===== config.mk =====
export PLATFORM = sky130hd
export DESIGN_NAME = sensor_scheduler_flat
export DESIGN_NICKNAME = d
export VERILOG_FILES = /design/src/rtl/sensor_sched_pkg.sv /design/src/rtl/sensor_scheduler_if.sv /design/src/rtl/sensor_req_fifo.sv /design/src/rtl/sensor_scheduler.sv /design/src/flat_wrapper.sv
export SDC_FILE = /design/constraint.sdc
export NUM_CORES = 1
export LEC_CHECK = 0
export ABC_CLOCK_PERIOD_IN_PS = 2400
export CAP_MARGIN = 20
export CORE_MARGIN = 2
export CORE_UTILIZATION = 44
export DETAILED_ROUTE_END_ITERATION = 10
export PLACE_DENSITY = 0.75
export SYNTH_ARGS = -nofsm -noshare
export SYNTH_HDL_FRONTEND = slang
export SYNTH_SLANG_ARGS = --single-unit

===== constraint.sdc =====
create_clock -name clk -period 2.4 [get_ports clk]
set_input_delay 0.24 -clock clk [delete_from_list [all_inputs] [get_ports clk]]
set_output_delay 0.24 -clock clk [all_outputs]
set_load 0.02 [all_outputs]

===== src/rtl/sensor_sched_pkg.sv =====
// -----------------------------------------------------------------------------
// sensor_sched_pkg
// Shared definitions for the DHT sensor read scheduler:
//   - FSM state encoding of the scheduler
//   - response status codes
//   - byte field offsets inside the 40-bit DHT reader result
//   - checksum helper functions (modulo-256 sum of the four data bytes)
// No ports; imported by the scheduler, its interface and its request queue.
// -----------------------------------------------------------------------------
package sensor_sched_pkg;

    localparam int SENSOR_W = 5;
    localparam int DATA_W   = 40;

    // Byte field offsets of {hum_int, hum_float, temp_int, temp_float, check_sum}
    localparam int HUM_INT_LSB    = 32;
    localparam int HUM_FLOAT_LSB  = 24;
    localparam int TEMP_INT_LSB   = 16;
    localparam int TEMP_FLOAT_LSB = 8;
    localparam int CHECK_SUM_LSB  = 0;

    typedef enum logic [2:0] {
        ST_IDLE    = 3'd0,
        ST_ISSUE   = 3'd1,
        ST_BUSY    = 3'd2,
        ST_RESPOND = 3'd3,
        ST_GUARD   = 3'd4
    } sched_state_e;

    typedef enum logic [1:0] {
        RSP_OK         = 2'd0,
        RSP_SENSOR_ERR = 2'd1,
        RSP_TIMEOUT    = 2'd2,
        RSP_CKSUM_ERR  = 2'd3
    } rsp_status_e;

    // Modulo-256 sum of the four data bytes (carry out is dropped on purpose)
    function automatic logic [7:0] dht_byte_sum(input logic [DATA_W-1:0] data);
        logic [7:0] sum;
        sum = data[HUM_INT_LSB +: 8] + data[HUM_FLOAT_LSB +: 8]
            + data[TEMP_INT_LSB +: 8] + data[TEMP_FLOAT_LSB +: 8];
        return sum;
    endfunction

    // True when the transmitted check_sum byte matches the recomputed sum
    function automatic logic dht_checksum_ok(input logic [DATA_W-1:0] data);
        return (dht_byte_sum(data) == data[CHECK_SUM_LSB +: 8]);
    endfunction

endpackage


===== src/rtl/sensor_scheduler_if.sv =====
// -----------------------------------------------------------------------------
// sensor_scheduler_if
// Bundles the three handshakes of the scheduler:
//   request side : req_valid/req_ready/req_sensor
//   reader side  : dht_start/dht_index out, dht_done/dht_error/dht_data in
//   response side: rsp_valid/rsp_ready/rsp_sensor/rsp_data/rsp_status
// modport slave  : the scheduler's view
// modport master : the environment's view (requester, reader, consumer)
// -----------------------------------------------------------------------------
interface sensor_scheduler_if;
    import sensor_sched_pkg::*;

    logic                req_valid;
    logic                req_ready;
    logic [SENSOR_W-1:0] req_sensor;

    logic                dht_start;
    logic [SENSOR_W-1:0] dht_index;
    logic                dht_done;
    logic                dht_error;
    logic [DATA_W-1:0]   dht_data;

    logic                rsp_valid;
    logic                rsp_ready;
    logic [SENSOR_W-1:0] rsp_sensor;
    logic [DATA_W-1:0]   rsp_data;
    logic [1:0]          rsp_status;

    modport slave (
        input  req_valid, req_sensor,
        output req_ready,
        output dht_start, dht_index,
        input  dht_done, dht_error, dht_data,
        output rsp_valid, rsp_sensor, rsp_data, rsp_status,
        input  rsp_ready
    );

    modport master (
        output req_valid, req_sensor,
        input  req_ready,
        input  dht_start, dht_index,
        output dht_done, dht_error, dht_data,
        input  rsp_valid, rsp_sensor, rsp_data, rsp_status,
        output rsp_ready
    );

endinterface


===== src/rtl/sensor_req_fifo.sv =====
// -----------------------------------------------------------------------------
// sensor_req_fifo
// Request queue of the scheduler: synchronous FIFO, power-of-two depth.
// Ports:
//   clk, reset   : clock, synchronous active-high reset (empties the queue)
//   push_i       : write push_data_i (ignored when full)
//   push_data_i  : request payload (sensor index)
//   pop_i        : drop the head entry (ignored when empty)
//   head_o       : current head entry, valid while empty_o is low
//   empty_o      : queue holds no entry
//   not_full_o   : count < DEPTH, from the registered count only
// -----------------------------------------------------------------------------
module sensor_req_fifo #(
    parameter int DEPTH = 4,
    parameter int WIDTH = 5
) (
    input  logic             clk,
    input  logic             reset,
    input  logic             push_i,
    input  logic [WIDTH-1:0] push_data_i,
    input  logic             pop_i,
    output logic [WIDTH-1:0] head_o,
    output logic             empty_o,
    output logic             not_full_o
);

    localparam int PTR_W = (DEPTH > 1) ? $clog2(DEPTH) : 1;
    localparam int CNT_W = PTR_W + 1;

    logic [WIDTH-1:0] mem_q [DEPTH];
    logic [PTR_W-1:0] wr_ptr_q, wr_ptr_d;
    logic [PTR_W-1:0] rd_ptr_q, rd_ptr_d;
    logic [CNT_W-1:0] count_q, count_d;
    logic             do_push_s;
    logic             do_pop_s;

    assign not_full_o = (count_q < CNT_W'(DEPTH));
    assign empty_o    = (count_q == CNT_W'(0));
    assign head_o     = mem_q[rd_ptr_q];
    assign do_push_s  = push_i && not_full_o;
    assign do_pop_s   = pop_i && !empty_o;

    // Next pointers and occupancy; pointers wrap naturally at the power-of-two depth
    always_comb begin
        wr_ptr_d = wr_ptr_q;
        rd_ptr_d = rd_ptr_q;
        count_d  = count_q;
        if (do_push_s) begin
            wr_ptr_d = wr_ptr_q + PTR_W'(1);
        end else begin
            wr_ptr_d = wr_ptr_q;
        end
        if (do_pop_s) begin
            rd_ptr_d = rd_ptr_q + PTR_W'(1);
        end else begin
            rd_ptr_d = rd_ptr_q;
        end
        case ({do_push_s, do_pop_s})
            2'b10:   count_d = count_q + CNT_W'(1);
            2'b01:   count_d = count_q - CNT_W'(1);
            default: count_d = count_q;
        endcase
    end

    // Pointer and count registers
    always_ff @(posedge clk) begin
        if (reset) begin
            wr_ptr_q <= PTR_W'(0);
            rd_ptr_q <= PTR_W'(0);
            count_q  <= CNT_W'(0);
        end else begin
            wr_ptr_q <= wr_ptr_d;
            rd_ptr_q <= rd_ptr_d;
            count_q  <= count_d;
        end
    end

    // Storage array; contents are don't-care while the count says empty
    always_ff @(posedge clk) begin
        if (do_push_s) begin
            mem_q[wr_ptr_q] <= push_data_i;
        end
    end

endmodule


===== src/rtl/sensor_scheduler.sv =====
// -----------------------------------------------------------------------------
// sensor_scheduler
// Serialises sensor read requests onto a single DHT reader. Requests are
// queued, issued one at a time with a one-cycle dht_start pulse, supervised
// by a timeout, returned through a valid/ready response port, and followed
// by a guard gap of idle clocks before the next read.
// Ports:
//   clk   : 1 MHz system clock, rising edge
//   reset : synchronous, active-high
//   bus   : sensor_scheduler_if.slave (request, reader and response signals)
// Parameters:
//   FIFO_DEPTH : request queue depth (power of two, >= 2)
//   GUARD_US   : idle clocks after every transaction and after reset
//   TIMEOUT_US : clocks from dht_start before a read is declared timed out
// Build option:
//   SENSOR_SCHED_CHECKSUM_EN : when defined, the reader's check_sum byte is
//   verified and a mismatch (without dht_error) reports status 3.
// -----------------------------------------------------------------------------
module sensor_scheduler
    import sensor_sched_pkg::*;
#(
    parameter int FIFO_DEPTH = 4,
    parameter int GUARD_US   = 1000,
    parameter int TIMEOUT_US = 25000
) (
    input  logic              clk,
    input  logic              reset,
    sensor_scheduler_if.slave bus
);

    localparam int TIMER_W = $clog2(TIMEOUT_US + 1);
    localparam int GUARD_W = $clog2(GUARD_US + 1);

    sched_state_e        state_q, state_d;
    logic [SENSOR_W-1:0] dht_index_q, dht_index_d;
    logic                dht_start_q, dht_start_d;
    logic [TIMER_W-1:0]  timer_q, timer_d;
    logic [GUARD_W-1:0]  guard_q, guard_d;
    logic                rsp_valid_q, rsp_valid_d;
    logic [SENSOR_W-1:0] rsp_sensor_q, rsp_sensor_d;
    logic [DATA_W-1:0]   rsp_data_q, rsp_data_d;
    logic [1:0]          rsp_status_q, rsp_status_d;

    logic                fifo_push_s;
    logic                fifo_pop_s;
    logic [SENSOR_W-1:0] fifo_head_s;
    logic                fifo_empty_s;
    logic                fifo_not_full_s;
    rsp_status_e         done_status_s;

    // Ready is forced low while reset is held so nothing is accepted into a queue being cleared
    assign bus.req_ready = !reset && fifo_not_full_s;
    assign fifo_push_s   = bus.req_valid && bus.req_ready;

    assign bus.dht_start  = dht_start_q;
    assign bus.dht_index  = dht_index_q;
    assign bus.rsp_valid  = rsp_valid_q;
    assign bus.rsp_sensor = rsp_sensor_q;
    assign bus.rsp_data   = rsp_data_q;
    assign bus.rsp_status = rsp_status_q;

    sensor_req_fifo #(
        .DEPTH (FIFO_DEPTH),
        .WIDTH (SENSOR_W)
    ) u_req_fifo (
        .clk         (clk),
        .reset       (reset),
        .push_i      (fifo_push_s),
        .push_data_i (bus.req_sensor),
        .pop_i       (fifo_pop_s),
        .head_o      (fifo_head_s),
        .empty_o     (fifo_empty_s),
        .not_full_o  (fifo_not_full_s)
    );

    // Status of a completed read: reader error outranks a checksum mismatch
    always_comb begin
        done_status_s = RSP_OK;
        if (bus.dht_error) begin
            done_status_s = RSP_SENSOR_ERR;
`ifdef SENSOR_SCHED_CHECKSUM_EN
        end else if (!dht_checksum_ok(bus.dht_data)) begin
            done_status_s = RSP_CKSUM_ERR;
`endif
        end else begin
            done_status_s = RSP_OK;
        end
    end

    // Scheduler FSM: next state, queue pop and response capture
    always_comb begin
        state_d      = state_q;
        dht_index_d  = dht_index_q;
        dht_start_d  = 1'b0;
        timer_d      = timer_q;
        guard_d      = guard_q;
        rsp_valid_d  = rsp_valid_q;
        rsp_sensor_d = rsp_sensor_q;
        rsp_data_d   = rsp_data_q;
        rsp_status_d = rsp_status_q;
        fifo_pop_s   = 1'b0;

        case (state_q)
            ST_IDLE: begin
                if (!fifo_empty_s) begin
                    fifo_pop_s  = 1'b1;
                    dht_index_d = fifo_head_s;
                    state_d     = ST_ISSUE;
                end else begin
                    state_d = ST_IDLE;
                end
            end

            // The start pulse is registered, so it appears in the first BUSY cycle
            // together with timer_q == 0.
            ST_ISSUE: begin
                dht_start_d = 1'b1;
                timer_d     = TIMER_W'(0);
                state_d     = ST_BUSY;
            end

            // Completion is tested before the timeout so a done on the final
            // cycle still counts as a good read.
            ST_BUSY: begin
                if (bus.dht_done) begin
                    rsp_valid_d  = 1'b1;
                    rsp_sensor_d = dht_index_q;
                    rsp_data_d   = bus.dht_data;
                    rsp_status_d = done_status_s;
                    state_d      = ST_RESPOND;
                end else if (timer_q == TIMER_W'(TIMEOUT_US - 1)) begin
                    rsp_valid_d  = 1'b1;
                    rsp_sensor_d = dht_index_q;
                    rsp_data_d   = {DATA_W{1'b0}};
                    rsp_status_d = RSP_TIMEOUT;
                    state_d      = ST_RESPOND;
                end else begin
                    timer_d = timer_q + TIMER_W'(1);
                end
            end

            ST_RESPOND: begin
                if (bus.rsp_ready) begin
                    rsp_valid_d = 1'b0;
                    guard_d     = GUARD_W'(0);
                    state_d     = ST_GUARD;
                end else begin
                    state_d = ST_RESPOND;
                end
            end

            ST_GUARD: begin
                if (guard_q == GUARD_W'(GUARD_US - 1)) begin
                    state_d = ST_IDLE;
                end else begin
                    guard_d = guard_q + GUARD_W'(1);
                end
            end

            default: begin
                guard_d = GUARD_W'(0);
                state_d = ST_GUARD;
            end
        endcase
    end

    // State and output registers; reset lands in GUARD so a reader that
    // cannot be reset gets time to finish its current transfer.
    always_ff @(posedge clk) begin
        if (reset) begin
            state_q      <= ST_GUARD;
            dht_index_q  <= SENSOR_W'(0);
            dht_start_q  <= 1'b0;
            timer_q      <= TIMER_W'(0);
            guard_q      <= GUARD_W'(0);
            rsp_valid_q  <= 1'b0;
            rsp_sensor_q <= SENSOR_W'(0);
            rsp_data_q   <= {DATA_W{1'b0}};
            rsp_status_q <= 2'd0;
        end else begin
            state_q      <= state_d;
            dht_index_q  <= dht_index_d;
            dht_start_q  <= dht_start_d;
            timer_q      <= timer_d;
            guard_q      <= guard_d;
            rsp_valid_q  <= rsp_valid_d;
            rsp_sensor_q <= rsp_sensor_d;
            rsp_data_q   <= rsp_data_d;
            rsp_status_q <= rsp_status_d;
        end
    end

endmodule

===== src/flat_wrapper.sv =====
// flat-port wrapper written by rule: the top's interface ports become plain ports
module sensor_scheduler_flat import sensor_sched_pkg::*;
#(
    parameter int FIFO_DEPTH = 4,
    parameter int GUARD_US   = 1000,
    parameter int TIMEOUT_US = 25000
)
  (clk, reset, bus_req_valid, bus_req_sensor, bus_req_ready, bus_dht_start, bus_dht_index, bus_dht_done, bus_dht_error, bus_dht_data, bus_rsp_valid, bus_rsp_sensor, bus_rsp_data, bus_rsp_status, bus_rsp_ready);
  sensor_scheduler_if bus_i ();
  input  logic clk;
  input  logic reset;
  input wire logic [$bits(bus_i.req_valid)-1:0] bus_req_valid;
  input wire logic [$bits(bus_i.req_sensor)-1:0] bus_req_sensor;
  output wire logic [$bits(bus_i.req_ready)-1:0] bus_req_ready;
  output wire logic [$bits(bus_i.dht_start)-1:0] bus_dht_start;
  output wire logic [$bits(bus_i.dht_index)-1:0] bus_dht_index;
  input wire logic [$bits(bus_i.dht_done)-1:0] bus_dht_done;
  input wire logic [$bits(bus_i.dht_error)-1:0] bus_dht_error;
  input wire logic [$bits(bus_i.dht_data)-1:0] bus_dht_data;
  output wire logic [$bits(bus_i.rsp_valid)-1:0] bus_rsp_valid;
  output wire logic [$bits(bus_i.rsp_sensor)-1:0] bus_rsp_sensor;
  output wire logic [$bits(bus_i.rsp_data)-1:0] bus_rsp_data;
  output wire logic [$bits(bus_i.rsp_status)-1:0] bus_rsp_status;
  input wire logic [$bits(bus_i.rsp_ready)-1:0] bus_rsp_ready;
  assign bus_i.req_valid = bus_req_valid;
  assign bus_i.req_sensor = bus_req_sensor;
  assign bus_req_ready = bus_i.req_ready;
  assign bus_dht_start = bus_i.dht_start;
  assign bus_dht_index = bus_i.dht_index;
  assign bus_i.dht_done = bus_dht_done;
  assign bus_i.dht_error = bus_dht_error;
  assign bus_i.dht_data = bus_dht_data;
  assign bus_rsp_valid = bus_i.rsp_valid;
  assign bus_rsp_sensor = bus_i.rsp_sensor;
  assign bus_rsp_data = bus_i.rsp_data;
  assign bus_rsp_status = bus_i.rsp_status;
  assign bus_i.rsp_ready = bus_rsp_ready;
  sensor_scheduler #(.FIFO_DEPTH(FIFO_DEPTH), .GUARD_US(GUARD_US), .TIMEOUT_US(TIMEOUT_US)) u_core (.clk(clk), .reset(reset), .bus(bus_i));
endmodule

==> impl_results.md, run 1 <==
* Setup CP Type: reg2reg
* Total Routed Length at 9960 um
* Place WS at 60.4 ps
* GPL Wtd Cong at 0.933
* Status: finished, final reports clean
* CTS sink count at 109
* Gr busiest metal: met2
* Required time worst endpoint at 2710 ps
* Met3 GRT Util at 0.0353
* Hpwl dp at 7010 um
* CP Launch Type: flip-flop
* FP Rows at 36
* Peak VDD IR at 0.314 mV
* Top cell type's share of synthesized area at 0.413
* Mean number of vias per cell at 5.29
* CTS root buf: clkbuf_8
* Post-synth top area cell: dfxtp_1
* DR WL/cell at 15.7 um
* WP data arrival at 2540 ps
* Drt first pass iters at 4
* Antenna Nets Post-Route at 0
* Number of global-route vias before repair at 3159
* # resized after CTS at 0
* # port buffers at 105
* Via count at 3363
* Worst-Margin Slew at 918 ps
* Post-Layout Cell Count at 636
* Max-Slew Margin vs Limit at 0.387
* Final min period at 2230 ps
* Crit share post-route at 0.927
* First-pass GRT wire length at 15400 um
* Buffer and inverter count on the worst path at 0
* Synth Net Count at 452
* HP Class: in2reg
* Crit-path cells: ha_1 -> nand3_1 -> nor4_4 -> o21ai_4 -> nor2b_4 -> a22o_1
* Commonest non-fill, non-tap cells in the layout: clkdlybuf4s50_1 (105), dfxtp_1 (89), a22o_1 (42), nor2_1 (41)
* Synth top area cells: dfxtp_1 (41%), edfxtp_1 (14%), a22o_1 (8.5%)
* Setup Total Neg Slack at 0 ps
* TritonCTS clock tree: done
* Sequential area share after synthesis at 0.553
* Overall Global Routing Usage at 0.185
* Slowest stage delay, CP at 770 ps
* Most common cell after layout, fill and taps aside: clkdlybuf4s50_1
* Met1 GRT Util at 0.257
* DRT iter0 DRCs at 147
* TritonCTS buffer count at 9
* Worst skew pair latency at 380 ps
* Setup violations, final at 0
* Fmax at 449 MHz
* Slew Limit Fails at 0
* Die area at 10600 sq um
* Clock slew at reported path FFs at 120 ps
* Starting density of the core at 0.447
* Leak at 2.04 nW
* Avg Synthesized Cell Area at 11.0 sq um
* Final hold vios at 0
* Hold-fix buffers, CTS at 0
* Area Overhead vs Synth at 32.0%
* Layout Nets at 557
* Final WS setup at 175 ps
* Pwr per Cell Area at 553 nW/um^2
* Post-Place Cells at 620
* H-tree depth at 3
* CP Capture Type: flip-flop
* RSZ-0062 raised after global routing: false
* Congestion Overflow GR at 0
* Mapped Cells at 393
* Overall die width at 103 um
* Clock Path Buffers at 2
* Synthesized cell area at 4310 sq um
* Largest net degree at the start of global routing at 42
* YS warnings at 0
* Core area at 9640 sq um
* Initial antenna violation count at 0
* Io pins at 106
* DRC errors left at 0
* Met2 usage at 0.292
* Postcts setup bufs at 0
* Crit path max-delay family: simple AND/OR/NAND/NOR gates
* Diodes inserted at 0
* Final hold slack at 445 ps
* Flops & latches, synth at 109
* Slowest CP cell: nor2b_4
* Share of cells above drive strength 1 at 0.0875
* Final Util at 0.590
* Worst-path maximum fanout at 41
* Synth unique cells at 53
* Max cap viols at 0
* Height of the die at 103 um
* Post-Route Skew at 18.1 ps
## metrics by stage
step | area (sq um) | total power, mW
after floorplan | 4310 | 2.00
after global placement | 5500 | 2.10
after detailed placement | 5500 | 2.11
after CTS | 5680 | 3.17
after global routing | 5690 | 3.25
final | 5690 | 3.15
## final timing paths
kind	startpoint	to	slack, ps	cells past startpoint
worst max-delay path	u_core.timer_q[0]$_SDFFE_PP0P_	u_core.bus.rsp_status[0]$_SDFFE_PP0P_	170	6
worst min-delay path	bus_dht_data[19]	u_core.bus.rsp_data[19]$_SDFFE_PP0P_	440	2
worst max register to register	u_core.timer_q[0]$_SDFFE_PP0P_	u_core.bus.rsp_status[0]$_SDFFE_PP0P_	170	6
worst min register to register	u_core.timer_q[14]$_SDFFE_PP0P_	u_core.timer_q[14]$_SDFFE_PP0P_	480	1
## report_power, final
group	leakage [nW]	switching [mW]	internal [mW]
registers	0.899	0.0130	1.88
clock network	0.0954	0.674	0.401
logic	1.05	0.0761	0.103
## flip-flops by register name, indices dropped and copies added (netlist names)
signal                      flops
u_core.u_req_fifo.mem_q        20
u_core.state_q                  3
u_core.u_req_fifo.rd_ptr_q      2
u_core.u_req_fifo.count_q       3
u_core.bus.rsp_valid            1
u_core.bus.rsp_status           2
u_core.timer_q                 15
u_core.guard_q                 10
u_core.bus.rsp_data            40
u_core.bus.rsp_sensor           5
u_core.bus.dht_index            5
u_core.u_req_fifo.wr_ptr_q      2
u_core.bus.dht_start            1
## layout make-up
class | instances | area (sq um)
Clock buffer | 9 | 124
Clock inverter | 7 | 63.8
Fill cell | 866 | 3950
Inverter | 9 | 33.8
Multi-Input combinational cell | 254 | 1790
Sequential cell | 109 | 2380
Tap cell | 133 | 166
Timing Repair Buffer | 115 | 1130
## worst register-to-register path: stages (launching register included)
cell and delay, ps:
dfxtp_1 360, ha_1 250, nand3_1 250, nor4_4 110
o21ai_4 140, nor2b_4 780, a22o_1 280
## routing by layer
layer  share of wire  vias to the layer above
li1                -                     1664
met1            0.47                     1610
met2            0.48                       75
met3           0.034                       14
met4           0.015                        0
met5               0                        -
## kinds of logic after synthesis
group / count (synthesis) / share of synthesized area
and+or+nand+nor: 114 / 0.140
DFF: 109 / 0.553
AOI/OAI and AO/OA: 107 / 0.177
buffers and inverters: 30 / 0.0351
muxes: 17 / 0.0540
xor gates and xnor gates: 8 / 0.0163
adders and majority gates: 8 / 0.0250
## cell usage after synthesis, drive strengths merged
cell type / count
dfxtp: 89
a22o: 42
nor2: 41
o21ai: 24
a21oi: 20
edfxtp: 20
nand2: 17
mux2i: 12
clkbuf: 11
buf: 10
inv: 9
nor3: 9
nand3: 8
ha: 7
a31oi: 6
and3: 6
nand4: 6
mux4: 5
nor4: 5
xnor2: 5
o31ai: 4
a211oi: 3
and2: 3
nor2b: 3
or2: 3
xor2: 3
nand2b: 2
nor3b: 2
or3: 2
or4: 2
a211o: 1
a22oi: 1
a2bb2oi: 1
a31o: 1
a41oi: 1
and4: 1
fa: 1
nand3b: 1
nand4b: 1
nand4bb: 1
o211ai: 1
o21bai: 1
o41a: 1
or3b: 1
No activity file was read; power rests on OpenSTA's default activity.
==> inputs of run 2 (changes only) <==
- TNS_END_PERCENT: not set -> 50
==> results of run 2 <==
Same layout as run 1: the final DEF is identical, and so are final timing and power.
==> inputs of run 3 (changes only) <==
- ABC_CLOCK_PERIOD_IN_PS: 2400 -> 2450
- CORE_UTILIZATION: 44 -> 49
- PLACE_DENSITY: 0.75 -> 0.79
- clock period: 2.4 -> 2.45 ns (I/O delays scaled with it)
==> impl_results.md, run 3 (synthesized netlist as in run 1, its figures left out) <==
* Setup Total Neg Slack at 0 ps
* Max reg flops at 40
* Postcts setup bufs at 0
* Max-Slew Margin vs Limit at 0.390
* Slew Limit Fails at 0
* Reg-to-Reg Start: u_core.timer_q[0]$_SDFFE_PP0P_
* # resized after CTS at 0
* Fmax at 463 MHz
* Via count at 3344
* CP Capture Type: flip-flop
* Io pins at 106
* WP data arrival at 2480 ps
* Share of cells above drive strength 1 at 0.0837
* Antenna Nets Post-Route at 0
* Final hold vios at 0
* Number of global-route vias before repair at 3187
* Post-Layout Cell Count at 610
* DR WL/cell at 15.9 um
* Final WS setup at 288 ps
* Commonest non-fill, non-tap cells in the layout: clkdlybuf4s50_1 (105), dfxtp_1 (89), a22o_1 (42), nor2_1 (41)
* FP Rows at 34
* Slowest stage delay, CP at 770 ps
* DRT iter0 DRCs at 100
* Hpwl dp at 6850 um
* Leak at 2.03 nW
* Diodes inserted at 0
* Peak VDD IR at 0.455 mV
* GPL Wtd Cong at 0.867
* Final Util at 0.653
* Crit share post-route at 0.882
* Final min period at 2160 ps
* Slowest CP cell: nor2b_4
* CTS sink count at 109
* Height of the die at 97.8 um
* HP Class: in2reg
* Core area at 8640 sq um
* R2R depth at 6
* Pwr per Cell Area at 543 nW/um^2
* DRC errors left at 0
* Overall die width at 97.8 um
* RR Endpoint: u_core.bus.rsp_data[35]$_SDFFE_PP0P_
* Hold_sp: bus_dht_data[0]
* Worst-path maximum fanout at 41
* H-tree depth at 3
* Post-Route Skew at 15.5 ps
* Starting density of the core at 0.499
* Met2 usage at 0.347
* Max cap viols at 0
* Most common cell after layout, fill and taps aside: clkdlybuf4s50_1
* Met3 GRT Util at 0.0451
* Area Overhead vs Synth at 30.8%
* Mean number of vias per cell at 5.48
* Worst skew pair latency at 380 ps
* TritonCTS clock tree: done
* CP Launch Type: flip-flop
* Setup violations, final at 0
* Clock Path Buffers at 2
* Hold Path Stages at 2
* Drt first pass iters at 4
* Hold Path End: u_core.bus.rsp_data[0]$_SDFFE_PP0P_
* Initial antenna violation count at 0
* Total Routed Length at 9680 um
* TritonCTS buffer count at 9
* Crit-path cells: ha_1 -> nand3_1 -> nor4_4 -> o21ai_4 -> nor2b_4 -> a22o_1
* Place WS at 124 ps
* Setup CP Type: reg2reg
* CTS root buf: clkbuf_8
* Buffer and inverter count on the worst path at 0
* Required time worst endpoint at 2770 ps
* RSZ-0062 raised after global routing: false
* Status: finished, final reports clean
* Congestion Overflow GR at 0
* Overall Global Routing Usage at 0.205
* Gr busiest metal: met2
* First-pass GRT wire length at 15800 um
* Crit path max-delay family: simple AND/OR/NAND/NOR gates
* Worst-Margin Slew at 913 ps
* Die area at 9560 sq um
* # port buffers at 105
* Post-Place Cells at 594
* Layout Nets at 556
* R2r setup slk at 290 ps
* Largest net degree at the start of global routing at 42
* Met1 GRT Util at 0.257
* Clock slew at reported path FFs at 110 ps
* Hold-fix buffers, CTS at 0
## run 3: cell count changes in the layout (fill, tap and decap cells not counted), sizes merged
| cell | previous run | this run |
|---|---|---|
| buf | 10 | 9 |
| clkbuf | 9 | 10 |
| clkinv | 3 | 0 |
| clkinvlp | 0 | 1 |
| inv | 13 | 14 |
## run 3: worst register-to-register path, stage by stage (launching register included)
cell and delay, ps:
dfxtp_1 350, ha_1 250, nand3_1 230, nor4_4 110, o21ai_4 130, nor2b_4 770
a22o_1 280
## run 3: worst max path at each step
stage | start | endpoint | slack, ps | depth (start not counted)
after floorplan | u_core.state_q[2]$_SDFFE_PP1P_ | u_core.u_req_fifo.count_q[2]$_SDFFE_PP0P_ | 20 | 9
after global placement | reset | u_core.u_req_fifo.count_q[2]$_SDFFE_PP0P_ | 170 | 10
after detailed placement | reset | u_core.u_req_fifo.count_q[2]$_SDFFE_PP0P_ | 120 | 10
after CTS | u_core.timer_q[0]$_SDFFE_PP0P_ | u_core.bus.rsp_data[38]$_SDFFE_PP0P_ | 260 | 6
after global routing | u_core.timer_q[0]$_SDFFE_PP0P_ | u_core.bus.rsp_data[4]$_SDFFE_PP0P_ | 100 | 6
final | u_core.timer_q[0]$_SDFFE_PP0P_ | u_core.bus.rsp_data[35]$_SDFFE_PP0P_ | 290 | 6
## run 3: per-stage QoR
step | instance area, sq um | power (mW) | hold slack (ps)
global placement | 5460 | 2.06 | 441
floorplan | 4310 | 1.96 | 342
global route | 5640 | 3.17 | 435
finish | 5640 | 3.06 | 454
CTS | 5640 | 3.08 | 438
detailed placement | 5460 | 2.07 | 447
## run 3: power by group
group | switching [mW] | internal, mW | total (mW)
Clock | 0.643 | 0.390 | 1.03
Sequential | 0.0122 | 1.84 | 1.85
Combinational | 0.0727 | 0.0994 | 0.172
Total | 0.727 | 2.33 | 3.06
## run 3: layout make-up
type	instances	area (sq um)
Clock buffer	10	128
Clock inverter	6	51.3
Fill cell	668	3000
Inverter	9	33.8
Multi-Input combinational cell	254	1790
Sequential cell	109	2380
Tap cell	108	135
Timing Repair Buffer	114	1120
## run 3: per-layer routing
metal	part of all wire	routed length, um	vias up
met3	0.043	417	17
met4	0.021	201	0
met5	0	0	-
li1	-	-	1667
met1	0.43	4190	1583
met2	0.50	4870	77
==> variant 1 (settings of run 3) <==
Add a define of `SENSOR_SCHED_CHECKSUM_EN`.
--- a/src/rtl/sensor_scheduler.sv
+++ b/src/rtl/sensor_scheduler.sv
@@ -17,4 +17,6 @@
 //   verified and a mismatch (without dht_error) reports status 3.
 // -----------------------------------------------------------------------------
+`define SENSOR_SCHED_CHECKSUM_EN
+
 module sensor_scheduler
     import sensor_sched_pkg::*;
Function: same outputs for any inputs over 10 cycles, from zero or initial values and one cycle with reset high; that may be too few to reach the edited logic, so the function may still have changed.
==> variant 1 against run 3 <==
  * The run now ends with negative setup slack left
  * Synthesized area grew 14%
  * Wire length grew 16%
  * Non-clock buffer count grew 4
  * Sequential cell count is the same
  * Worst setup slack lost 730 ps
  * Design area grew 14%
Power is not compared: it rests on default switching activity, and its combinational part moved more than twofold at a synthesized area within 25%.
==> variant 1: results <==
set metrics [dict create \
    crit_arrival_ps 3110 \
    seq_share_pct 37.1 \
    critPathMaxFanout 2 \
    multi_input_area_sq_um 2470 \
    failed_checks "negative setup slack" \
    multi_input_area_share_pct 38.4 \
    placed_area_sq_um 6160 \
    drt_pass1_iterations 5 \
    slew_headroom_pct 51.1 \
    synthTopCellsByCount "89 x dfxtp_1, 89 x nor2_1, 40 x a22oi_1" \
    final-nonclk-buf-share_pct 18.1 \
    wl_met1_mm 4.83 \
    met1_usage_pct 24.9 \
    yosysSeqAreaShare_pct 48.3 \
    grt_pass1_vias 3857 \
    finalSetupViolCount 2 \
    finalWorstSetupSlack_ps -439 \
    fillerInstances 766 \
    cp_slowest_cell "fa_2" \
    finClkSkew_ps 11.6 \
    wl_per_cell_um 15.5 \
    critPathTopFamily "adder cells" \
    vias 3806 \
    status "finished with violations" \
    nMultiInputCombCells 329 \
    wl_met3_um 477 \
    grt_pass1_wl_mm 18.3 \
    grt_use_met3_pct 4.82 \
]
variant 1: cell types whose count changed after synthesis, sizes merged, moves of 6 or more:
cell	before	now
a22o	42	0
a22oi	1	40
a31oi	6	0
fa	1	15
ha	7	14
inv	9	19
nand2	17	25
nor2	41	89
o21ai	24	5
xnor2	5	21
xor2	3	21
variant 1: worst max path at each step:
stage                startpoint                                    end  slack (ps)  cells past startpoint
4_1_cts        bus_dht_data[25]  u_core.bus.rsp_status[1]$_SDFFE_PP0P_        -390                     13
3_3_place_gp    bus_dht_data[9]  u_core.bus.rsp_status[0]$_SDFFE_PP0P_       -1080                     12
2_1_floorplan   bus_dht_data[9]  u_core.bus.rsp_status[0]$_SDFFE_PP0P_        -490                     12
6_report        bus_dht_data[9]  u_core.bus.rsp_status[0]$_SDFFE_PP0P_        -440                     12
3_5_place_dp    bus_dht_data[9]  u_core.bus.rsp_status[0]$_SDFFE_PP0P_       -1150                     12
5_1_grt        bus_dht_data[19]  u_core.bus.rsp_status[0]$_SDFFE_PP0P_        -530                     10
variant 1: logic make-up (layout without fill, tap and decap cells):
kind of cell	after synthesis	in the layout	synth area share, %
flops	109	109	48.3
xor+xnor	42	42	7.45
fa+ha+maj	29	29	9.63
simple gates	169	169	15.9
mux	15	15	4.31
compound gates	74	74	10.5
buf+inv	44	153	3.90
variant 1: per-stage QoR:
stage / cells / hold slack (ps) / worst slack, ps / setup TNS (ps)
floorplan: 482 / 344 / -494 / -895
global route: 724 / 141 / -530 / -1020
finish: 724 / 127 / -439 / -837
CTS: 724 / 129 / -393 / -771
detailed placement: 707 / 457 / -1150 / -2270
global placement: 707 / 456 / -1080 / -2120
variant 1: repair_timing:
item	in CTS	in global routing
pin swaps	11	16
buffers inserted	1	0
resized for setup	29	11
endpoints found under the setup margin	2	2
==> variant 2 (settings of run 3) <==
Made on the original files. Reset style: asynchronous (`reset`), changed in 2 clocked blocks. Comments in the files are not updated.
--- a/src/rtl/sensor_req_fifo.sv
+++ b/src/rtl/sensor_req_fifo.sv
@@ -64,5 +64,5 @@
 
     // Pointer and count registers
-    always_ff @(posedge clk) begin
+    always_ff @(posedge clk or posedge reset) begin
         if (reset) begin
             wr_ptr_q <= PTR_W'(0);
--- a/src/rtl/sensor_scheduler.sv
+++ b/src/rtl/sensor_scheduler.sv
@@ -167,5 +167,5 @@
     // State and output registers; reset lands in GUARD so a reader that
     // cannot be reset gets time to finish its current transfer.
-    always_ff @(posedge clk) begin
+    always_ff @(posedge clk or posedge reset) begin
         if (reset) begin
             state_q      <= ST_GUARD;
Formal check against the unedited RTL: same outputs for any inputs over 10 cycles, from zero or initial values and one cycle with reset high; that may be too few to reach the edited logic, so the function may still have changed.
==> variant 2 against run 3 <==
  * Clock skew is 2.5 ps lower
  * Worst setup slack better by 170 ps
  * Sequential share of layout area is 3.3 points higher
  * Synthesized area is 11% higher
  * Wire length is 7.2% higher
  * Non-clock buffer count is 8 higher
  * First-iteration DRC count is 95% higher
  * Sequential cell count stayed put
  * Design area is 10% higher
  * Die area is 10% higher
Power is not compared: it rests on default switching activity, and its combinational part moved more than twofold at a synthesized area within 25%.
==> variant 2: results <==
set metrics [dict create \
    drt_iter0_markers 195 \
    synth-compound-area-share_pct 16.1 \
    min_path_type "in -> async" \
    grt_max_degree 61 \
    totalWireLength_mm 10.4 \
    drt_pass1_iterations 4 \
    vias 3455 \
    instances_no_fill 613 \
    grt_pass1_wl_mm 16.5 \
    worstMarginPinSlew_ps 474 \
    synth.area.mux_share_pct 5.36 \
    syn_inst 365 \
    grt_pass1_vias 3354 \
    synth-xor-area-share_pct 1.65 \
    critPathMaxFanout 6 \
    dp_hpwl_mm 7.68 \
    port_buffers 105 \
    synthDistinctLibCells 59 \
    grt_util_all_layers_pct 20.2 \
    status "complete, no violations" \
    synth_fp_nets 424 \
    yosysWarnings 0 \
    finClkSkew_ps 13.0 \
    antenna_found_initial 0 \
    placed_area_sq_um 6010 \
    worstSkewPairLatency_ps 370 \
    nNetsFinal 538 \
    synthTopCellsByArea "dfrtp_1 46%, edfxtp_1 13%, a22o_1 7.7%" \
    synthAdderAreaFrac_pct 2.26 \
    place_inst 597 \
    async_flop_share_pct 81.7 \
    synthTopCellsByCount "88 x dfrtp_1, 42 x a22o_1, 20 x edfxtp_1" \
    crit_arrival_ps 1750 \
    synth_top_flop_cell "dfrtp_1" \
    final_layout_size_suffix_gt1_share_pct 12.0 \
    yosysSeqAreaShare_pct 59.4 \
]
variant 2: cell count changes in the layout (fill, tap and decap cells not counted), sizes merged, moves of 8 or more:
cell          run 3  this run
a21oi            20         7
buf               9        17
dfrtp             0        88
dfxtp            89         0
mux2              0        10
mux2i            12         3
nor2             41        13
o21ai            24        15
variant 2: logic make-up after synthesis:
family	Yosys count
AOI/OAI and AO/OA	99
xor gates and xnor gates	9
adders and majority gates	8
buffers and inverters	34
DFF	109
muxes	18
and+or+nand+nor	88
variant 2: per-layer routing:
metal | global-route usage [%] | up-vias | wire length, um
met5 | 0 | - | 0
met4 | 5.54 | 0 | 147
met3 | 5.76 | 14 | 853
met2 | 32.7 | 142 | 4930
met1 | 26.9 | 1692 | 4450
li1 | - | 1607 | -
variant 2: path summary, 6_finish.rpt:
check / end / cells after the start / from / slack, ps
setup / recovery: bus_req_ready / 2 / u_core.u_req_fifo.count_q[2]$_DFFE_PP0P_ / 460
hold / removal: u_core.bus.rsp_sensor[2]$_DFFE_PP0P_ / 3 / reset / 340
setup reg to reg: u_core.u_req_fifo.count_q[2]$_DFFE_PP0P_ / 7 / u_core.state_q[1]$_DFFE_PP0P_ / 460
hold reg to reg: u_core.bus.rsp_sensor[0]$_DFFE_PP0P_ / 1 / u_core.bus.rsp_sensor[0]$_DFFE_PP0P_ / 500
max in group asynchronous: u_core.state_q[2]$_DFFE_PP1P_ / 3 / reset / 1730
min in group clk: u_core.bus.rsp_data[13]$_DFFE_PP0P_ / 2 / bus_dht_data[13] / 480
variant 2: critical path, cell delays in order, from the launching register on:
cell	delay, ps
dfrtp_1	430
nor2_1	280
clkdlybuf4s50_1	670
variant 2: cell type report:
cell class | count | area, sq um
well taps | 129 | 161
fillers | 716 | 3120
inverters | 15 | 60.1
multi-input cells | 222 | 1760
clock buffers | 10 | 149
clock inverters | 6 | 51.3
flip-flops and latches | 109 | 2830
repair buffers | 122 | 1200
variant 2: through the flow:
step / worst slack [ps] / hold WS [ps]
after floorplan: 308 / 344
after global placement: 50.8 / 478
after detailed placement: 167 / 482
after CTS: 435 / 341
after global routing: 277 / 359
final: 456 / 337
variant 2: power by group:
part           internal (mW)  switching (mW)  leakage, nW
clock network          0.447           0.623        0.100
logic                   1.45            1.29         1.20
registers               2.41           0.418         1.32
total                   4.30            2.33         2.63
